### config.mk
export PLATFORM = sky130hd
export DESIGN_NAME = beeper_arbiter
export DESIGN_NICKNAME = d
export VERILOG_FILES = /design/src/rtl/beeper_pkg.sv /design/src/rtl/beeper_prio_enc.sv /design/src/rtl/beeper_arbiter.sv
export SDC_FILE = /design/constraint.sdc
export NUM_CORES = 1
export LEC_CHECK = 0
export CORE_ASPECT_RATIO = 0.7
export CORE_MARGIN = 4
export CORE_UTILIZATION = 35
export CTS_CLUSTER_SIZE = 14
export DETAILED_ROUTE_END_ITERATION = 10
export GPL_ROUTABILITY_DRIVEN = 0
export GPL_TIMING_DRIVEN = 1
export PLACE_DENSITY_LB_ADDON = 0.2
export SYNTH_ARGS = -nofsm -noshare
export SYNTH_HDL_FRONTEND = slang
export SYNTH_HIERARCHICAL = 1
export SYNTH_SLANG_ARGS = --single-unit
### constraint.sdc
create_clock -name clk_in -period 7.5 [get_ports clk_in]
set_input_delay 1.5 -clock clk_in [delete_from_list [all_inputs] [get_ports clk_in]]
set_output_delay 1.5 -clock clk_in [all_outputs]
set_load 0.01 [all_outputs]
### src/rtl/beeper_pkg.sv
// Shared encodings for the beeper arbiter: FSM states, grant bit positions, silence word.
package beeper_pkg;

  typedef enum logic [1:0] {
    ST_IDLE = 2'd0,
    ST_PLAY = 2'd1,
    ST_GAP  = 2'd2
  } state_e;

  localparam int unsigned GNT_ALERT  = 2;
  localparam int unsigned GNT_MANUAL = 1;
  localparam int unsigned GNT_AUTO   = 0;

  localparam int unsigned SILENCE = 0;

endpackage

### src/rtl/beeper_prio_enc.sv
// Fixed-priority encoder over {alert, manual, auto}: one-hot winner plus any-request flag.
module beeper_prio_enc
  import beeper_pkg::*;
(
  input  logic [2:0] req_i,
  output logic [2:0] win_o,
  output logic       any_o
);

  always_comb begin
    win_o = '0;
    if (req_i[GNT_ALERT]) begin
      win_o[GNT_ALERT] = 1'b1;
    end else if (req_i[GNT_MANUAL]) begin
      win_o[GNT_MANUAL] = 1'b1;
    end else if (req_i[GNT_AUTO]) begin
      win_o[GNT_AUTO] = 1'b1;
    end
  end

  assign any_o = |req_i;

endmodule

### src/rtl/beeper_arbiter.sv
// Beeper source arbiter: priority grant with minimum note hold and silent gap on switch.
// Define BEEPER_ARB_ALERT_PREEMPT_EN to let a rising alert cut a note short.
module beeper_arbiter
  import beeper_pkg::*;
#(
  parameter int unsigned WIDTH       = 16,
  parameter int unsigned HOLD_CYCLES = 120000,
  parameter int unsigned GAP_CYCLES  = 12000
) (
  input  logic             clk_in,
  input  logic             rst_n_in,
  input  logic             req_alert,
  input  logic [WIDTH-1:0] tone_alert,
  input  logic             req_manual,
  input  logic [WIDTH-1:0] tone_manual,
  input  logic             req_auto,
  input  logic [WIDTH-1:0] tone_auto,
  output logic [2:0]       grant,
  output logic [WIDTH-1:0] tone_cycle,
  output logic             busy
);

  localparam int unsigned HW = $clog2(HOLD_CYCLES + 1);
  localparam int unsigned GW = $clog2(GAP_CYCLES + 1);

  state_e           state_q, state_d;
  logic [2:0]       grant_q, grant_d;
  logic [WIDTH-1:0] tone_q, tone_d;
  logic             busy_q, busy_d;
  logic [HW-1:0]    hold_q, hold_d;
  logic [GW-1:0]    gap_q, gap_d;

  logic [2:0]       req_vec;
  logic [2:0]       win;
  logic             any_req;
  logic [HW-1:0]    hold_inc;
  logic             hold_done;
  logic             gnt_req;
  logic             higher_req;
  logic             other_req;
  logic             alert_preempt;
  logic [WIDTH-1:0] win_tone;
  logic [WIDTH-1:0] gnt_tone;

  assign req_vec = {req_alert, req_manual, req_auto};

  beeper_prio_enc u_prio (
    .req_i (req_vec),
    .win_o (win),
    .any_o (any_req)
  );

  function automatic logic [WIDTH-1:0] pick_tone(input logic [2:0] oh,
                                                 input logic [WIDTH-1:0] t_alert,
                                                 input logic [WIDTH-1:0] t_manual,
                                                 input logic [WIDTH-1:0] t_auto);
    pick_tone = WIDTH'(SILENCE);
    if (oh[GNT_ALERT])  pick_tone = t_alert;
    if (oh[GNT_MANUAL]) pick_tone = t_manual;
    if (oh[GNT_AUTO])   pick_tone = t_auto;
  endfunction

  assign win_tone = pick_tone(win, tone_alert, tone_manual, tone_auto);
  assign gnt_tone = pick_tone(grant_q, tone_alert, tone_manual, tone_auto);

  // One-hot with higher bit = higher priority, so a numerically larger winner outranks the grant.
  assign higher_req = (win > grant_q);
  assign gnt_req    = |(req_vec & grant_q);
  assign other_req  = |(req_vec & ~grant_q);
  assign hold_inc   = (hold_q == HW'(HOLD_CYCLES)) ? hold_q : hold_q + HW'(1);
  assign hold_done  = (hold_inc == HW'(HOLD_CYCLES));

`ifdef BEEPER_ARB_ALERT_PREEMPT_EN
  logic alert_q;

  always_ff @(posedge clk_in) begin
    if (!rst_n_in) begin
      alert_q <= 1'b0;
    end else begin
      alert_q <= req_alert;
    end
  end

  assign alert_preempt = req_alert && !alert_q && !grant_q[GNT_ALERT];
`else
  assign alert_preempt = 1'b0;
`endif

  always_comb begin
    state_d = state_q;
    grant_d = grant_q;
    tone_d  = tone_q;
    hold_d  = hold_q;
    gap_d   = gap_q;
    unique case (state_q)
      ST_IDLE: begin
        if (any_req) begin
          state_d = ST_PLAY;
          grant_d = win;
          tone_d  = win_tone;
          hold_d  = '0;
        end
      end
      ST_PLAY: begin
        hold_d = hold_inc;
        // Dropped request keeps the last tone latched until the hold expires.
        if (gnt_req) tone_d = gnt_tone;
        if (alert_preempt || (hold_done && (higher_req || (!gnt_req && other_req)))) begin
          state_d = ST_GAP;
          grant_d = '0;
          tone_d  = WIDTH'(SILENCE);
          gap_d   = '0;
        end else if (hold_done && !gnt_req) begin
          state_d = ST_IDLE;
          grant_d = '0;
          tone_d  = WIDTH'(SILENCE);
        end
      end
      ST_GAP: begin
        gap_d = gap_q + GW'(1);
        if (gap_q == GW'(GAP_CYCLES - 1)) begin
          if (any_req) begin
            state_d = ST_PLAY;
            grant_d = win;
            tone_d  = win_tone;
            hold_d  = '0;
          end else begin
            state_d = ST_IDLE;
          end
        end
      end
      default: begin
        state_d = ST_IDLE;
        grant_d = '0;
        tone_d  = WIDTH'(SILENCE);
      end
    endcase
    busy_d = (state_d != ST_IDLE);
  end

  always_ff @(posedge clk_in) begin
    if (!rst_n_in) begin
      state_q <= ST_IDLE;
      grant_q <= '0;
      tone_q  <= '0;
      busy_q  <= 1'b0;
      hold_q  <= '0;
      gap_q   <= '0;
    end else begin
      state_q <= state_d;
      grant_q <= grant_d;
      tone_q  <= tone_d;
      busy_q  <= busy_d;
      hold_q  <= hold_d;
      gap_q   <= gap_d;
    end
  end

  assign grant      = grant_q;
  assign tone_cycle = tone_q;
  assign busy       = busy_q;

endmodule

==> tab_implementation.tex, run 1 <==
\begin{tabular}{lr}
\hline
Metric & Value \\
\hline
\multicolumn{2}{l}{\textbf{Run status}} \\
Result of the run & finished, final reports clean \\
\multicolumn{2}{l}{\textbf{Worst setup path}} \\
Most repeated library cell on the critical path & sky130\_fd\_sc\_hd\_\_o21ai\_0 \\
Cell depth of the worst flop-to-flop path & 8 \\
Highest fanout seen on the critical path & 20 \\
Stage delay of the slowest cell on the critical path & 680 ps \\
Setup crit start kind & input pin \\
Category of the worst setup path capture point & register \\
Max stage delay cell, worst path & sky130\_fd\_sc\_hd\_\_nor4\_1 \\
Cells along the critical path & clkdlybuf4s50\_1, nor3b\_2, buf\_4, inv\_1, ha\_1, nor2b\_1, o21ai\_0, a32oi\_1, o21ai\_0, nor4\_1, nand2b\_1, nor2\_1 \\
Worst Path Required & 7670 ps \\
Crit path kind & in -> reg \\
Worst path arrival time & 4970 ps \\
\multicolumn{2}{l}{\textbf{Routing}} \\
DR iter-0 viols & 405 \\
First-pass detailed-route iteration total & 5 \\
Vias & 3941 \\
Wirelength per Cell & 17.0 um \\
Count of antenna-violating nets left after detailed routing & 0 \\
Number of design rule violations left after detail routing & 0 \\
Via/cell ratio & 5.81 \\
Total wire length after detailed routing & 11600 um \\
\multicolumn{2}{l}{\textbf{Synth}} \\
Top-count cell post-synth & sky130\_fd\_sc\_hd\_\_nor2\_1 \\
Sequential area share after synthesis & 28.5\% \\
Net count after synthesis & 555 \\
Netlist area before placement & 3720 um\^{}2 \\
Register bit total from synthesis & 53 \\
Post-synthesis area per instance & 7.50 um\^{}2 \\
Synth cell count leaders & sky130\_fd\_sc\_hd\_\_nor2\_1 (56), sky130\_fd\_sc\_hd\_\_dfxtp\_1 (53), sky130\_fd\_sc\_hd\_\_nand2\_1 (50), sky130\_fd\_sc\_hd\_\_o21ai\_0 (49), sky130\_fd\_sc\_hd\_\_a21oi\_1 (37) \\
EDFF count, synth & 0 \\
Primary FF master, synth & sky130\_fd\_sc\_hd\_\_dfxtp\_1 \\
Warnings, synthesis & 6 \\
Area leader, netlist & sky130\_fd\_sc\_hd\_\_dfxtp\_1 \\
Yosys top cell area share & 28.5\% \\
Synth area leaders & sky130\_fd\_sc\_hd\_\_dfxtp\_1 (29\%), sky130\_fd\_sc\_hd\_\_o21ai\_0 (6.6\%), sky130\_fd\_sc\_hd\_\_nor2\_1 (5.6\%) \\
Count of different cell masters after synthesis & 56 \\
Cells after Synth & 496 \\
Post-synthesis async set-or-reset flop share & 0\% \\
\multicolumn{2}{l}{\textbf{Pwr}} \\
Power consumption & 0.692 mW \\
Lkg Pwr & 1.59 nW \\
Power Dens Cells & 149 nW/um\^{}2 \\
IR Drop Worst-Case VDD & 0.104 mV \\
\multicolumn{2}{l}{\textbf{Worst hold path}} \\
Path type of the worst min-delay path & reg -> reg \\
Cells on Worst Hold Path & 2 \\
\multicolumn{2}{l}{\textbf{STA}} \\
Actual slew at the worst max-slew pin & 1250 ps \\
Final-report max-slew violation count & 0 \\
Clock Skew & 6.07 ps \\
Setup repair after global routing missed its margin & no \\
Count of final setup violators & 0 \\
Fin. Hold Viols & 0 \\
Final worst setup slack & 2700 ps \\
Final critical delay including setup and external delays & 4800 ps \\
Period utilization & 64.0\% \\
Worst-case headroom to the max-slew limit & 16.0\% \\
Upper clock frequency limit & 208 MHz \\
Aggregate negative setup slack & 0 ps \\
\multicolumn{2}{l}{\textbf{Clock tree}} \\
CTS tree & done \\
Insertion delay of the later-clocked pin in the worst-skew pair & 300 ps \\
Setup bufs post-CTS & 0 \\
Resized cells post-CTS & 0 \\
Number of levels the H-tree was split into & 2 \\
Register clock-pin slew on the reported worst setup and hold paths & 70 ps \\
Clock Tree Root & sky130\_fd\_sc\_hd\_\_clkbuf\_16 \\
TritonCTS Sinks & 53 \\
Total of hold buffers inserted after clock tree synthesis & 0 \\
TritonCTS buffer count & 5 \\
Clock buffer depth & 2 \\
\multicolumn{2}{l}{\textbf{Global routing}} \\
Maximum number of pins on one net before global-route repair & 36 \\
Global-route wire length before repair & 18900 um \\
Number of antenna violations at the first check in global routing & 0 \\
Number of global-route vias before repair & 3670 \\
Global routing usage summed across all routing layers & 18.5\% \\
Final global-route overflow total & 0 \\
\multicolumn{2}{l}{\textbf{Floorplanning}} \\
Die Ht & 94.3 um \\
Number of placement rows & 31 \\
I/O pin count & 73 \\
Die ar. & 12400 um\^{}2 \\
Placeable core region & 10400 um\^{}2 \\
Initial core utilization & 35.9\% \\
Horiz. Die Dim & 131 um \\
\multicolumn{2}{l}{\textbf{Placement}} \\
Worst setup slack before clock tree synthesis & 2420 ps \\
Post-DP HPWL & 8130 um \\
IO Port Bufs & 72 \\
\multicolumn{2}{l}{\textbf{Final layout}} \\
P\&R area growth vs syn & 24.9\% \\
Layout net count & 604 \\
Layout cell share with drive strength beyond 1 & 5.86\% \\
Utilization after layout & 44.9\% \\
Inserted Diodes & 0 \\
\multicolumn{2}{l}{\textbf{Job}} \\
Maximum capacitance violations & 0 \\
\hline
\end{tabular}
-- cells by family after synthesis --
logic type | after synthesis | share of synthesized area (%)
buffers and inverters | 47 | 5.35
muxes | 5 | 1.38
xor gates and xnor gates | 14 | 3.30
and+or+nand+nor | 205 | 28.4
DFF | 53 | 28.5
adders and majority gates | 6 | 2.02
AOI/OAI and AO/OA | 166 | 31.1
-- path summary, 6_finish.rpt --
check                               from                     endpoint  slack (ps)
max reg2reg       hold_q[1]$_SDFFE_PN0P_   tone_cycle[3]$_SDFFE_PN0P_        3490
min          tone_cycle[15]$_SDFFE_PN0P_  tone_cycle[15]$_SDFFE_PN0P_         480
min reg2reg  tone_cycle[15]$_SDFFE_PN0P_  tone_cycle[15]$_SDFFE_PN0P_         480
max                            req_alert       gap_q[12]$_SDFFE_PN0P_        2700
-- cells in the final DEF, fill, tap and decap left out, drive strengths merged, types with 3 or more instances in the layout --
cell / n
nand2b: 6
mux2i: 4
a21oi: 37
ha: 6
nor2: 56
nor3: 26
inv: 11
dfxtp: 53
a21o: 8
nand4: 9
clkdlybuf4s50: 72
clkinvlp: 3
a22oi: 17
and3: 10
xor2: 8
clkbuf: 5
xnor2: 6
or4: 3
buf: 6
and4: 3
nor4: 3
nand3b: 8
nand3: 11
nor2b: 8
nand2: 50
o21ai: 50
a31oi: 9
a221o: 14
or3: 3
o32ai: 16
-- worst max-delay path, delay by kind of cell --
kind / cells / cell delay (ps)
adder cells (fa/ha/maj): 1 / 290
buffers and inverters: 3 / 1170
AO/OA/AOI/OAI: 3 / 420
AND/OR/NAND/NOR: 5 / 1570
-- power by group --
part | internal [mW] | total (mW) | switching (mW)
clock network | 0.124 | 0.236 | 0.112
logic | 0.0736 | 0.156 | 0.0819
registers | 0.290 | 0.300 | 0.0106
-- metrics by stage --
stage,cell area (um^2),hold WS [ps],std cells
global route,4650,507,678
detailed placement,4500,471,670
global placement,4500,464,670
finish,4650,477,678
floorplan,3720,472,496
CTS,4650,482,678
-- area by class of cell --
class | instances | area, um^2
Fill cell | 1042 | 5710
Multi-Input combinational cell | 396 | 2470
Sequential cell | 53 | 1060
Timing Repair Buffer | 78 | 766
Tap cell | 132 | 165
Clock buffer | 5 | 125
Inverter | 11 | 41.3
Clock inverter | 3 | 22.5
-- per-layer routing --
| layer | track usage (%) | up-vias | wire, um |
|---|---|---|---|
| met5 | 0 | - | 0 |
| met4 | 4.72 | 0 | 104 |
| met3 | 3.64 | 12 | 853 |
| met2 | 26.5 | 163 | 4720 |
| met1 | 28.0 | 1829 | 5870 |
| li1 | - | 1937 | - |
-- registers in the layout, summed over array words and instances (netlist names) --
name and cells:
state_q 2, gap_q 14, busy 1, grant 3
hold_q 17, tone_cycle 16
No activity file was read; power rests on OpenSTA's default activity.
==> run 2, diff against run 1 <==
Clock period 7.5 ns to 4.5 ns, I/O delays scaled along.
==> run 2 against run 1 <==
Register-to-register slack lost 2800 ps. Via count up 0.18%. Sequential power up 67%. Power up 76%. Clock skew increased by 4.1 ps. Global-route usage is 0.30 points higher. Combinational power rose by 67%. Sequential share of layout area is 0.31 points lower. Wire length is 2.6% higher. Die area is the same. Clock-buffer cell count grew 1. Hold slack got worse by 8.8 ps.
==> tab_implementation.tex, run 2 (synthesis gave the netlist of run 1 again) <==
\begin{tabular}{lr}
\hline
Metric & Value \\
\hline
\multicolumn{2}{l}{\textbf{Pwr}} \\
Power Dens Cells & 258 nW/um\^{}2 \\
Power Internal & 0.874 mW \\
Switching power share of the total & 28.2\% \\
Combinational fraction of design power & 21.5\% \\
Sequential fraction of design power & 41.2\% \\
Power share of the clock group & 37.3\% \\
Net switching power of the design & 0.344 mW \\
IR Drop Worst-Case VDD & 0.145 mV \\
Lkg Pwr & 1.64 nW \\
\multicolumn{2}{l}{\textbf{STA}} \\
Fin. Hold Viols & 0 \\
Actual slew at the worst max-slew pin & 860 ps \\
Aggregate negative setup slack & 0 ps \\
Count of final setup violators & 0 \\
Upper clock frequency limit & 265 MHz \\
Worst-case headroom to the max-slew limit & 42.6\% \\
Final critical delay including setup and external delays & 3780 ps \\
Clock Skew & 10.2 ps \\
Period utilization & 83.9\% \\
Setup repair after global routing missed its margin & no \\
Final-report max-slew violation count & 0 \\
\multicolumn{2}{l}{\textbf{Floorplanning}} \\
Number of placement rows & 31 \\
Horiz. Die Dim & 131 um \\
Initial core utilization & 35.9\% \\
Die ar. & 12400 um\^{}2 \\
Placeable core region & 10400 um\^{}2 \\
Die Ht & 94.3 um \\
I/O pin count & 73 \\
\multicolumn{2}{l}{\textbf{Clock tree}} \\
Clock Tree Root & sky130\_fd\_sc\_hd\_\_clkbuf\_16 \\
TritonCTS buffer count & 5 \\
Register clock-pin slew on the reported worst setup and hold paths & 70 ps \\
CTS tree & done \\
Resized cells post-CTS & 0 \\
Number of levels the H-tree was split into & 2 \\
Setup bufs post-CTS & 0 \\
TritonCTS Sinks & 53 \\
Insertion delay of the later-clocked pin in the worst-skew pair & 300 ps \\
Clock buffer depth & 2 \\
Total of hold buffers inserted after clock tree synthesis & 0 \\
\multicolumn{2}{l}{\textbf{Routing}} \\
Vias & 3948 \\
Highest Signal Layer & met4 \\
Met3 WL & 641 um \\
Count of antenna-violating nets left after detailed routing & 0 \\
DR iter-0 viols & 340 \\
Wire length the detailed router placed on met1 & 6250 um \\
Via/cell ratio & 5.77 \\
Wirelength per Cell & 17.3 um \\
Routed wire length on met2 & 4870 um \\
Number of design rule violations left after detail routing & 0 \\
Total wire length after detailed routing & 11900 um \\
First-pass detailed-route iteration total & 5 \\
\multicolumn{2}{l}{\textbf{Job}} \\
Maximum capacitance violations & 0 \\
\multicolumn{2}{l}{\textbf{Final layout}} \\
Most common cell after layout, fill and taps aside & sky130\_fd\_sc\_hd\_\_clkdlybuf4s50\_1 \\
Flip-flop count of the largest register after layout & 17 \\
Inserted Diodes & 0 \\
Most flop-heavy register & hold\_q \\
P\&R area growth vs syn & 26.7\% \\
Layout cell share with drive strength beyond 1 & 6.70\% \\
Top library cells by usage in the layout, fill and taps aside & sky130\_fd\_sc\_hd\_\_clkdlybuf4s50\_1 (72), sky130\_fd\_sc\_hd\_\_nor2\_1 (56), sky130\_fd\_sc\_hd\_\_dfxtp\_1 (53) \\
Layout net count & 610 \\
Utilization after layout & 45.5\% \\
\multicolumn{2}{l}{\textbf{Worst setup path}} \\
Setup crit start kind & register \\
Worst path arrival time & 3980 ps \\
Crit path kind & reg -> reg \\
Category of the worst setup path capture point & register \\
Highest fanout seen on the critical path & 19 \\
Worst Path Required & 4700 ps \\
\multicolumn{2}{l}{\textbf{Global routing}} \\
Maximum number of pins on one net before global-route repair & 34 \\
Number of global-route vias before repair & 3775 \\
Global-route wire length before repair & 19400 um \\
Number of antenna violations at the first check in global routing & 0 \\
Final global-route overflow total & 0 \\
Global routing usage summed across all routing layers & 18.8\% \\
\multicolumn{2}{l}{\textbf{Placement}} \\
IO Port Bufs & 72 \\
Post-DP HPWL & 8310 um \\
\multicolumn{2}{l}{\textbf{Run status}} \\
Result of the run & finished, final reports clean \\
\multicolumn{2}{l}{\textbf{Worst hold path}} \\
Path type of the worst min-delay path & reg -> reg \\
\hline
\end{tabular}
## run 2: cell types whose count changed in the layout (fill, tap and decap cells not counted)
cell	delta
sky130_fd_sc_hd__buf_4	+6
sky130_fd_sc_hd__bufinv_16	+1
sky130_fd_sc_hd__clkbuf_1	+1
sky130_fd_sc_hd__clkinv_4	+1
sky130_fd_sc_hd__clkinvlp_4	-3
## run 2: per-layer routing
metal | GRT usage [%] | vias up
li1 | - | 1949
met1 | 28.1 | 1861
met2 | 26.7 | 129
met3 | 4.01 | 9
met4 | 5.77 | 0
met5 | 0 | -
## run 2: power by group through the flow
stage | clock network [mW] | logic, mW | registers, mW
final | 0.455 | 0.261 | 0.502
after global routing | 0.481 | 0.287 | 0.504
after CTS | 0.463 | 0.260 | 0.502
after detailed placement | 0 | 0.259 | 0.513
after global placement | 0 | 0.256 | 0.513
after floorplan | 0 | 0.143 | 0.508
## run 2: final cells by class
type | instances | area [um^2]
Fill cell | 1038 | 5640
Inverter | 11 | 41.3
Tap cell | 132 | 165
Clock buffer | 6 | 129
Sequential cell | 53 | 1060
Clock inverter | 2 | 38.8
Timing Repair Buffer | 84 | 811
Multi-Input combinational cell | 396 | 2470
## run 2: worst paths after layout
kind | from | endpoint | slack [ps] | cells past startpoint
setup / recovery | hold_q[1]$_SDFFE_PN0P_ | tone_cycle[0]$_SDFFE_PN0P_ | 720 | 9
hold / removal | tone_cycle[15]$_SDFFE_PN0P_ | tone_cycle[15]$_SDFFE_PN0P_ | 470 | 2
hold reg to reg | tone_cycle[15]$_SDFFE_PN0P_ | tone_cycle[15]$_SDFFE_PN0P_ | 470 | 2
setup reg to reg | hold_q[1]$_SDFFE_PN0P_ | tone_cycle[0]$_SDFFE_PN0P_ | 720 | 9
## run 2: critical path, stage by stage, from the launching register on
cell and delay [ps]:
sky130_fd_sc_hd__dfxtp_1 450, sky130_fd_sc_hd__ha_1 330, sky130_fd_sc_hd__nand3_1 270, sky130_fd_sc_hd__or4_4 500, sky130_fd_sc_hd__xor2_1 170, sky130_fd_sc_hd__or3_1 300, sky130_fd_sc_hd__or4_1 780, sky130_fd_sc_hd__a211o_1 380
sky130_fd_sc_hd__buf_4 210, sky130_fd_sc_hd__o32ai_1 290
## run 2: per-stage QoR
| step | cell area, um^2 | cells | worst slack [ps] | hold WS (ps) | total power [mW] |
|---|---|---|---|---|---|
| final | 4710 | 684 | 724 | 468 | 1.22 |
| after detailed placement | 4550 | 676 | 543 | 463 | 0.772 |
| after CTS | 4710 | 684 | 728 | 473 | 1.23 |
| after global routing | 4710 | 684 | 375 | 501 | 1.27 |
| after global placement | 4550 | 676 | 671 | 459 | 0.769 |
| after floorplan | 3720 | 496 | 1150 | 472 | 0.650 |
==> run 3, diff against run 2 <==
Clock period 4.5 ns to 3.4 ns, I/O delays scaled along.
==> run 3 against run 2 <==
First-iteration DRC count increased by 1.2%. Wire length increased by 3.6%. Maximum frequency increased by 17%. Clock skew decreased by 1.4 ps. Core utilization increased by 0.97 points. Critical path depth unchanged. Clock power increased by 19%. Cell count increased by 2.0%. Clock-buffer cell count decreased by 1. Combinational power increased by 41%. Register-to-register slack got worse by 550 ps. Hold slack improved by 19 ps. Critical path type unchanged. Critical endpoint unchanged. Largest power group unchanged.
==> tab_implementation.tex, run 3 (synthesis gave the netlist of run 1 again) <==
\begin{tabular}{lr}
\hline
Metric & Value \\
\hline
\multicolumn{2}{l}{\textbf{Clock tree}} \\
Clock buffer depth & 2 \\
TritonCTS buffer count & 5 \\
Number of levels the H-tree was split into & 2 \\
Register clock-pin slew on the reported worst setup and hold paths & 70 ps \\
Clock Tree Root & sky130\_fd\_sc\_hd\_\_clkbuf\_16 \\
CTS tree & done \\
Insertion delay of the later-clocked pin in the worst-skew pair & 310 ps \\
TritonCTS Sinks & 53 \\
\multicolumn{2}{l}{\textbf{Floorplanning}} \\
Number of placement rows & 31 \\
Initial core utilization & 35.9\% \\
I/O pin count & 73 \\
Placeable core region & 10400 um\^{}2 \\
Horiz. Die Dim & 131 um \\
Die ar. & 12400 um\^{}2 \\
Die Ht & 94.3 um \\
\multicolumn{2}{l}{\textbf{Pwr}} \\
IR Drop Worst-Case VDD & 0.204 mV \\
Lkg Pwr & 1.70 nW \\
Power Dens Cells & 325 nW/um\^{}2 \\
\multicolumn{2}{l}{\textbf{Global routing}} \\
Met1 demand-to-capacity share in global routing & 28.0\% \\
Final global-route overflow total & 0 \\
Number of antenna violations at the first check in global routing & 0 \\
Maximum number of pins on one net before global-route repair & 26 \\
Met3 capacity usage during global routing & 4.50\% \\
Number of global-route vias before repair & 3858 \\
Grt peak-use layer & met2 \\
Global-route wire length before repair & 19700 um \\
Met2 global-route usage & 29.4\% \\
Global routing usage summed across all routing layers & 19.7\% \\
\multicolumn{2}{l}{\textbf{Routing}} \\
DR iter-0 viols & 344 \\
Wirelength per Cell & 17.6 um \\
First-pass detailed-route iteration total & 5 \\
Number of design rule violations left after detail routing & 0 \\
Count of antenna-violating nets left after detailed routing & 0 \\
Via/cell ratio & 5.79 \\
Vias & 4044 \\
Total wire length after detailed routing & 12300 um \\
\multicolumn{2}{l}{\textbf{Worst setup path}} \\
Worst path arrival time & 3430 ps \\
Most repeated library cell on the critical path & sky130\_fd\_sc\_hd\_\_a211o\_1 \\
Setup crit start kind & register \\
Highest fanout seen on the critical path & 16 \\
Category of the worst setup path capture point & register \\
Max stage delay cell, worst path & sky130\_fd\_sc\_hd\_\_or4\_1 \\
Crit path kind & reg -> reg \\
Worst Path Required & 3600 ps \\
Stage delay of the slowest cell on the critical path & 530 ps \\
Cells along the critical path & ha\_2, nand3\_1, nor4b\_4, a31oi\_1, a211o\_1, or4\_1, a211o\_1, buf\_4, o32ai\_1 \\
\multicolumn{2}{l}{\textbf{STA}} \\
Final worst setup slack & 175 ps \\
Fin. Hold Viols & 0 \\
Aggregate negative setup slack & 0 ps \\
Clock Skew & 8.83 ps \\
Period utilization & 94.9\% \\
Final-report max-slew violation count & 0 \\
Count of final setup violators & 0 \\
Actual slew at the worst max-slew pin & 636 ps \\
Worst-case headroom to the max-slew limit & 57.5\% \\
Final critical delay including setup and external delays & 3230 ps \\
Upper clock frequency limit & 310 MHz \\
Setup repair after global routing missed its margin & no \\
\multicolumn{2}{l}{\textbf{Final layout}} \\
Final Cell Area & 4810 um\^{}2 \\
Inserted Diodes & 0 \\
Flip-flop count of the largest register after layout & 17 \\
Most flop-heavy register & hold\_q \\
Layout net count & 624 \\
Total area of multi-input combinational cells & 2480 um\^{}2 \\
Utilization after layout & 46.5\% \\
P\&R area growth vs syn & 29.4\% \\
FF/Latch Area & 1060 um\^{}2 \\
Top library cells by usage in the layout, fill and taps aside & sky130\_fd\_sc\_hd\_\_clkdlybuf4s50\_1 (72), sky130\_fd\_sc\_hd\_\_nor2\_1 (56), sky130\_fd\_sc\_hd\_\_dfxtp\_1 (51) \\
Layout cell share with drive strength beyond 1 & 9.89\% \\
Filler Cell Count & 1018 \\
Most common cell after layout, fill and taps aside & sky130\_fd\_sc\_hd\_\_clkdlybuf4s50\_1 \\
\multicolumn{2}{l}{\textbf{Placement}} \\
Worst setup slack before clock tree synthesis & 113 ps \\
Post-detailed-placement cell area & 4640 um\^{}2 \\
Post-DP HPWL & 8790 um \\
IO Port Bufs & 72 \\
\multicolumn{2}{l}{\textbf{Worst hold path}} \\
Path type of the worst min-delay path & reg -> reg \\
\multicolumn{2}{l}{\textbf{Run status}} \\
Result of the run & finished, final reports clean \\
\multicolumn{2}{l}{\textbf{Job}} \\
Maximum capacitance violations & 0 \\
\hline
\end{tabular}
run 3: changes by cell type in the layout (fill, tap and decap cells not counted), sizes merged:
cell | before | now
buf | 12 | 26
bufinv | 1 | 0
clkbuf | 6 | 5
clkinv | 1 | 2
inv | 11 | 12
run 3: per-stage QoR:
stage,instances,hold slack [ps],total power [mW]
4_1_cts,696,482,1.58
6_report,698,487,1.57
3_5_place_dp,688,467,1.03
5_1_grt,698,502,1.65
3_3_place_gp,688,447,1.03
2_1_floorplan,496,472,0.860
run 3: worst max-delay path: cells and delay by family, from the launching register on:
| kind | cells | cell delay (ps) |
|---|---|---|
| buffers and inverters | 1 | 220 |
| adders and majority gates | 1 | 260 |
| AOI/OAI and AO/OA | 4 | 1070 |
| and+or+nand+nor | 3 | 1190 |
| DFF | 1 | 400 |
run 3: path summary, 6_finish.rpt:
path	from	end	slack, ps	cells past startpoint
min reg2reg	tone_cycle[2]$_SDFFE_PN0P_	tone_cycle[2]$_SDFFE_PN0P_	490	2
min	tone_cycle[2]$_SDFFE_PN0P_	tone_cycle[2]$_SDFFE_PN0P_	490	2
max	hold_q[1]$_SDFFE_PN0P_	tone_cycle[0]$_SDFFE_PN0P_	170	9
max reg2reg	hold_q[1]$_SDFFE_PN0P_	tone_cycle[0]$_SDFFE_PN0P_	170	9
run 3: final cells by class:
type | instances | share of cell area (%)
Sequential cell | 53 | 22.1
Inverter | 11 | 0.858
Timing Repair Buffer | 98 | 19.0
Tap cell | 132 | 3.43
Clock inverter | 3 | 0.546
Multi-Input combinational cell | 396 | 51.5
Clock buffer | 5 | 2.60
run 3: where the power goes:
part | leakage (nW) | internal [mW] | switching [mW]
clock network | 0.0744 | 0.279 | 0.263
registers | 0.430 | 0.640 | 0.0161
logic | 1.20 | 0.177 | 0.192
run 3: metal layers:
layer	wire, um	part of all wire (%)
met1	6070	49
met2	5250	43
met3	851	6.9
met4	120	0.98
met5	0	0
run 3: what timing repair did:
action | CTS | global route
setup endpoints to repair | 0 | 29
hold buffers | 0 | 0
buffers inserted | 0 | 2
gates resized for setup | 0 | 4
